File: src/rtl/vfifo_sc_ctrl.sv
// Single-clock FIFO controller that drives a simple dual-port RAM (port A writes, port B reads).
// The head word is presented first-word-fall-through straight from the RAM's registered q_b.
module vfifo_sc_ctrl #(
  parameter int DATA_WIDTH = 8,
  parameter int ADDR_WIDTH = 9,
  parameter int AFULL_LVL  = 2**ADDR_WIDTH-2,
  parameter int AEMPTY_LVL = 1
) (
  input  logic                  clk,
  input  logic                  rst_n,
  input  logic                  flush,
  input  logic [DATA_WIDTH-1:0] s_data,
  input  logic                  s_valid,
  output logic                  s_ready,
  output logic [DATA_WIDTH-1:0] m_data,
  output logic                  m_valid,
  input  logic                  m_ready,
  output logic [ADDR_WIDTH:0]   count,
  output logic                  almost_full,
  output logic                  almost_empty,
  output logic [ADDR_WIDTH-1:0] ram_adr_a,
  output logic [DATA_WIDTH-1:0] ram_d_a,
  output logic                  ram_we_a,
  output logic [ADDR_WIDTH-1:0] ram_adr_b,
  output logic                  ram_we_b,
  input  logic [DATA_WIDTH-1:0] ram_q_b
);

  localparam int PW = ADDR_WIDTH + 1;
  localparam logic [PW-1:0] DEPTH_C  = PW'(2**ADDR_WIDTH);
  localparam logic [PW-1:0] AFULL_C  = PW'(AFULL_LVL);
  localparam logic [PW-1:0] AEMPTY_C = PW'(AEMPTY_LVL);

  logic [PW-1:0] wr_ptr_r;
  logic [PW-1:0] rd_ptr_r;
  logic [PW-1:0] rd_next_s;
  logic [PW-1:0] count_s;
  logic          m_valid_r;
  logic          full_s;
  logic          s_ready_s;
  logic          push_s;
  logic          pop_s;

  assign count_s   = wr_ptr_r - rd_ptr_r;
  assign full_s    = (count_s == DEPTH_C);
  // Flush blocks a same-cycle write so the cleared FIFO stays empty.
  assign s_ready_s = ~full_s & ~flush;
  assign push_s    = s_valid & s_ready_s;
  assign pop_s     = m_valid_r & m_ready;
  assign rd_next_s = rd_ptr_r + {{ADDR_WIDTH{1'b0}}, pop_s};

  assign s_ready      = s_ready_s;
  assign count        = count_s;
  assign almost_full  = (count_s >= AFULL_C);
  assign almost_empty = (count_s <= AEMPTY_C);
  assign m_valid      = m_valid_r;
  assign m_data       = ram_q_b;

  // The read address leads rd_ptr so the RAM latches the new head on the popping edge.
  assign ram_we_a  = push_s;
  assign ram_adr_a = wr_ptr_r[ADDR_WIDTH-1:0];
  assign ram_d_a   = s_data;
  assign ram_adr_b = rd_next_s[ADDR_WIDTH-1:0];
  assign ram_we_b  = 1'b0;

  // Pointer and head-valid registers; flush has priority over any handshake.
  always_ff @(posedge clk or negedge rst_n) begin
    if (!rst_n) begin
      wr_ptr_r  <= {PW{1'b0}};
      rd_ptr_r  <= {PW{1'b0}};
      m_valid_r <= 1'b0;
    end else if (flush) begin
      wr_ptr_r  <= {PW{1'b0}};
      rd_ptr_r  <= {PW{1'b0}};
      m_valid_r <= 1'b0;
    end else begin
      wr_ptr_r  <= wr_ptr_r + {{ADDR_WIDTH{1'b0}}, push_s};
      rd_ptr_r  <= rd_next_s;
      // Comparing with the pre-edge wr_ptr hides a word until the RAM can return it.
      m_valid_r <= (rd_next_s != wr_ptr_r);
    end
  end

endmodule

File: config.mk
export PLATFORM = sky130hd
export DESIGN_NAME = vfifo_sc_ctrl
export DESIGN_NICKNAME = d
export VERILOG_FILES = /design/src/rtl/vfifo_sc_ctrl.sv
export SDC_FILE = /design/constraint.sdc
export NUM_CORES = 1
export LEC_CHECK = 0
export ABC_AREA = 1
export BUFFER_PORTS_ARGS = -buffer_cell sky130_fd_sc_hd__buf_4
export CELL_PAD_IN_SITES_DETAIL_PLACEMENT = 1
export CELL_PAD_IN_SITES_GLOBAL_PLACEMENT = 2
export CORE_ASPECT_RATIO = 1.1
export CORE_MARGIN = 10
export CORE_UTILIZATION = 23
export CTS_CLUSTER_SIZE = 25
export DETAILED_ROUTE_END_ITERATION = 6
export PLACE_DENSITY = 0.84
export SLEW_MARGIN = 10
export SYNTH_ARGS = -nofsm -noshare
export SYNTH_HDL_FRONTEND = slang
export SYNTH_SLANG_ARGS = --single-unit
export TNS_END_PERCENT = 50
File: constraint.sdc
create_clock -name clk -period 2.8 [get_ports clk]
set_clock_uncertainty 0.1 [all_clocks]
set_input_delay 0.42 -clock clk [delete_from_list [all_inputs] [get_ports clk]]
set_output_delay 0.42 -clock clk [all_outputs]
set_load 0.005 [all_outputs]
* Yosys cells after proc, flatten, opt, wreduce, memory -nomap -nowiden
Index checks and enable logic that the tools add are counted.
Word-level totals: RAM bits 0, bits in read-only memories 0, bits in latches 0, memories kept 0, bits of input ports 21, bits in registers 21
Operators by class: bitwise gates (word level) 5, divide/modulo/power cells 0, multipliers 0, reductions and logical operators 0, add/subtract/negate cells 3, magnitude comparators 2, muxes and demuxes 3, equality and inequality tests 2, shifts and indexed selects 0
Operator list (count):
- 10-bit by 1-bit adder with 10-bit output | 2
- 10-bit 2-to-1 mux | 2
- 10-bit == test, second input constant | 1
- 10-bit by 9-bit greater-or-equal comparator with 1-bit output, second input constant | 1
- 10-bit by 1-bit <= comparator with 1-bit output, second input constant | 1
- 10-bit inequality test | 1
- 10-bit subtractor | 1
- 1-bit AND | 3
- 1-bit inverter | 2
- 1-bit 2-to-1 mux | 1

* Logic depth before layout (Yosys ltp)
depth in word-level cells 7, depth in mapped cells 24

* Worst setup path before layout
No wires, ideal clock.
path kind register to register, from register wr_ptr_r[0], to register wr_ptr_r[8], arrival 2.723 ns, stages on the path, launching flop included 25, period minus slack after synthesis 2.959 ns, setup slack -0.159 ns, buffers on the path 0, data required time 2.564 ns, path through dfrtp_1 -> inv_1 -> ha_1 -> inv_1 -> fa_1 -> nand2_1 -> nand3_1 -> nand3_1 -> nand2_1 -> nand2_1 -> nand2_1 -> nor2_1 -> nand2_1 -> o21bai_2 -> nor2_2 -> ha_1 -> ha_1 -> nand2_1 -> inv_1 -> nand2_1 -> nor2_1 -> nand3_1 -> inv_1 -> a21oi_1 -> nor3_1
Between the ends: cells in the longest elaborated chain, start to end 7
Ends and longest elaborated chain:
- start, declared | line 34 | logic [PW-1:0] wr_ptr_r;
- start signal, assigned | line 69 | wr_ptr_r <= {PW{1'b0}};
- start signal, assigned | line 73 | wr_ptr_r <= {PW{1'b0}};
- start signal, assigned | line 77 | wr_ptr_r <= wr_ptr_r + {{ADDR_WIDTH{1'b0}}, push_s};
- 10-bit subtractor | line 44 | assign count_s = wr_ptr_r - rd_ptr_r;
- net count[6] | line 18 | output logic [ADDR_WIDTH:0] count,
- 10-bit == test | line 45 | assign full_s = (count_s == DEPTH_C);
- 1-bit inverter | line 47 | assign s_ready_s = ~full_s & ~flush;
- 1-bit AND | line 47
- 1-bit AND | line 48 | assign push_s = s_valid & s_ready_s;
- net ram_we_a | line 23 | output logic ram_we_a,
- 10-bit by 1-bit adder with 10-bit output | line 77
- 10-bit 2-to-1 mux | line 72 | end else if (flush) begin
The timed path passes the listed nets, and every way through them passes these cells.

* Worst setup path in the final report
from register wr_ptr_r[0], to register wr_ptr_r[8]
Between the ends: cells in the longest elaborated chain, start to end 7
Ends and longest elaborated chain (line):
- 10-bit subtractor | 44
- 10-bit == test | 45
- 1-bit inverter | 47
- 1-bit AND | 47
- 1-bit AND | 48
- 10-bit by 1-bit adder with 10-bit output * | 77
- 10-bit 2-to-1 mux * | 72
Every way passes the cells marked *; elsewhere a longest branch is shown, timed or not.

==> key figures <==
Routing
  • Top sig layer: met4
  • Via count: around 2,100
  • DRT Wirelength: roughly 6500 µm
  • DR WL/cell: 13.3 µm
  • DRT iter0 DRCs: 56
  • Met3 wire len: roughly 280 µm
  • WL met2: 3200 µm
  • Drt first pass iters: 4
  • Post-route ant nets: 0
  • Routed vias/inst: 4.25
  • Post-route DRC: 0
  • Met1 WL: around 2900 µm

Critical path
  • Crit path max fanout: 3
  • CP arrival: 3.01 ns
  • Critical path class: reg2reg
  • WP data required: 2.85 ns
  • Critical path endpoint category: flip-flop
  • Kind of start point of the critical path: flip-flop

Clocking
  • Num Clock Sinks: 21
  • Clock Pin Slew Worst Setup and Hold Paths: around 0.080 ns
  • Clk root buf: clkbuf_8
  • Max Root-Sink Buffers: 2
  • TritonCTS clock tree: done
  • CTS Buf Count: 3
  • Latest clock arrival within the worst-skew pair: between 0.2 and 0.3 ns
  • H-tree depth: 1

Pwr
  • Reg power frac: 0.339
  • PD cells: 315 nW/µm²
  • P_leak: 0.00163 µW
  • Worst IR Drop VDD: 0.000155 V
  • Internal: 623 µW
  • Switching share of power: 0.332
  • Clock share of power: 0.223
  • P_sw: approximately 300 µW
  • Combinational power share: 0.438

Final layout
  • Fin area: around 3000 µm²
  • FF+latch area: between 500 and 600 µm²
  • Non-Filler Instances: a little under 500
  • Layout area overhead: 47.0%
  • Diode count: 0
  • Total of fill cells in the finished design: about 1,100
  • Most common cell after layout, fill and taps aside: buf_4
  • Most frequent cells in the layout: buf_4, nand2_1, inv_1
  • Layout cell share with drive strength beyond 1: 0.422
  • Area of the multi-input gates: between 1000 and 1500 µm²
  • # nets final: 414

Timing
  • Final TNS setup: -0.729 ns
  • FMAX: ~0.34 GHz
  • Max Transition Viols Final: 0
  • Unrepaired setup endpoints after global routing: yes
  • Final WS setup: -0.156 ns
  • Final hold vios: 0
  • Crit share post-route: 1.06
  • Fin crit period: about 3 ns
  • Final setup viols: 8

Placed design
  • Hpwl dp: roughly 5400 µm
  • Port Buf Inserts: 37
  • RD Place Congestion: 0.826
  • Post-Place Cell Area: roughly 2600 µm²
  • Placed cells: roughly 470
  • Setup slack after placement: -0.407 ns

Run status
  • Failing checks: negative setup slack
  • Status: finished, violations left

Floorplanning
  • Die X-Extent: 109 µm
  • DIE AREA: about 13,000 µm²
  • Core box area: ~8500 µm²
  • # rows: 35
  • Number of I/O pins: between 70 and 80
  • Starting Density: 0.238
  • Chip height: between 100 and 150 µm

Yosys
  • Synthesis Warnings: 0
  • Synthesized flop and latch total: 21
  • Syn Inst Count: between 300 and 400
  • Synth top area share: 0.261
  • Area contributors post-synth: dfrtp_1, nand2_1, inv_1
  • Mapped Area: just over 2000 µm²
  • Seq/Total Area, Yosys: 0.261
  • Mean post-synth cell area: approximately 6.6 µm²
  • Synth Net Count: between 300 and 400
  • Synth cell types: 29
  • Synth area leader: dfrtp_1

Min path
  • Min-Delay Path Class: in2reg

GRT
  • GR Overflow Total: 0
  • GRT Overall Usage: 0.101
  • Antenna violations before repair: 0
  • Vias in the first global route: ~2,300
  • Largest net degree at the start of global routing: 23
  • First-pass GRT wire length: around 11,000 µm

Flow run
  • Max-cap viol count: 0
==> final cells by class <==
cell class                      count  area share
Clock buffer                        4      0.0152
Inverter                           60      0.0769
Multi-Input combinational cell    196       0.435
Sequential cell                    21       0.177
Tap cell                          111      0.0469
Timing Repair Buffer               96       0.249
==> registers in the layout, indices dropped and copies added (netlist names) <==
| name | cells |
|---|---|
| m_valid | 1 |
| rd_ptr_r | 10 |
| wr_ptr_r | 10 |
==> final timing paths <==
path	from	end	slack (ns)	cells past startpoint
setup / recovery	wr_ptr_r[0]	wr_ptr_r[8]	-0.16	21
hold / removal	flush	rd_ptr_r[7]	0.40	2
setup reg to reg	wr_ptr_r[0]	wr_ptr_r[8]	-0.16	21
hold reg to reg	rd_ptr_r[9]	rd_ptr_r[9]	0.49	2
max in group asynchronous	rst_n	wr_ptr_r[1]	1.87	2
min in group asynchronous	rst_n	rd_ptr_r[9]	0.48	2
==> routing by layer <==
layer / up-vias / GRT usage
met5: - / 0
met4: 0 / 0.0228
met3: 4 / 0.0196
met2: 32 / 0.175
met1: 985 / 0.124
li1: 1052 / -
==> Yosys cell counts <==
cell type / count
o22ai_1: 1
nor3_1: 8
ha_1: 14
nand2_2: 8
inv_1: 57
nor3b_1: 3
o21ai_1: 1
nand3_1: 20
nor3_2: 1
o21ai_2: 1
and2_1: 1
conb_1: 1
fa_1: 1
dfrtp_1: 21
buf_4: 26
nor2_1: 30
inv_2: 3
nand3b_1: 2
nand2_1: 70
o21bai_2: 1
or2_2: 1
nor2_2: 4
xor2_1: 6
o21bai_1: 1
a21oi_1: 10
xnor2_1: 2
clkbuf_1: 2
o21ai_0: 2
nand4_1: 7
==> power groups by stage <==
stage	sequential (µW)	clock, µW	combinational (µW)
after floorplan	322	0	158
after global placement	321	0	322
after detailed placement	321	0	329
after CTS	316	214	364
after global routing	317	231	455
final	316	208	408
==> repair_timing <==
item,4_1_cts,5_1_grt
pin swaps,24,27
hold endpoints to repair,21,0
resized for setup,28,29
setup endpoints to repair,12,14
hold buffers,1,0
buffers inserted,9,3
==> kinds of logic after synthesis <==
| kind of cell | synth area share |
|---|---|
| xor gates and xnor gates | 0.0348 |
| other | 0.00186 |
| AOI/OAI and AO/OA | 0.0490 |
| DFF | 0.261 |
| and+or+nand+nor | 0.345 |
| adders and majority gates | 0.0968 |
| buffers and inverters | 0.212 |
==> worst max-delay path: stages, from the launching register on <==
cell and delay [ns]:
dfrtp_1 0.39, inv_2 0.08, ha_4 0.13, inv_4 0.03, fa_2 0.35, buf_6 0.14, xnor2_4 0.15, nand2_2 0.08
nor3_2 0.14, nand3_2 0.12, o21bai_4 0.21, nor2_4 0.06, ha_4 0.18, ha_4 0.16, nand2_2 0.05, inv_2 0.05
nand2_4 0.06, nor2_4 0.04, nand3_2 0.08, inv_2 0.05, a21oi_2 0.14, nor3_2 0.05
==> through the flow <==
step / hold slack (ns) / power, µW / util
after global routing: 0.419 / 1000 / 0.351
after floorplan: 0.0244 / 480 / -
final: 0.403 / 933 / 0.351
after global placement: 0.225 / 642 / 0.307
after detailed placement: 0.228 / 650 / 0.307
after CTS: 0.404 / 894 / 0.333
Note: power is estimated with default switching activity, not from simulation.
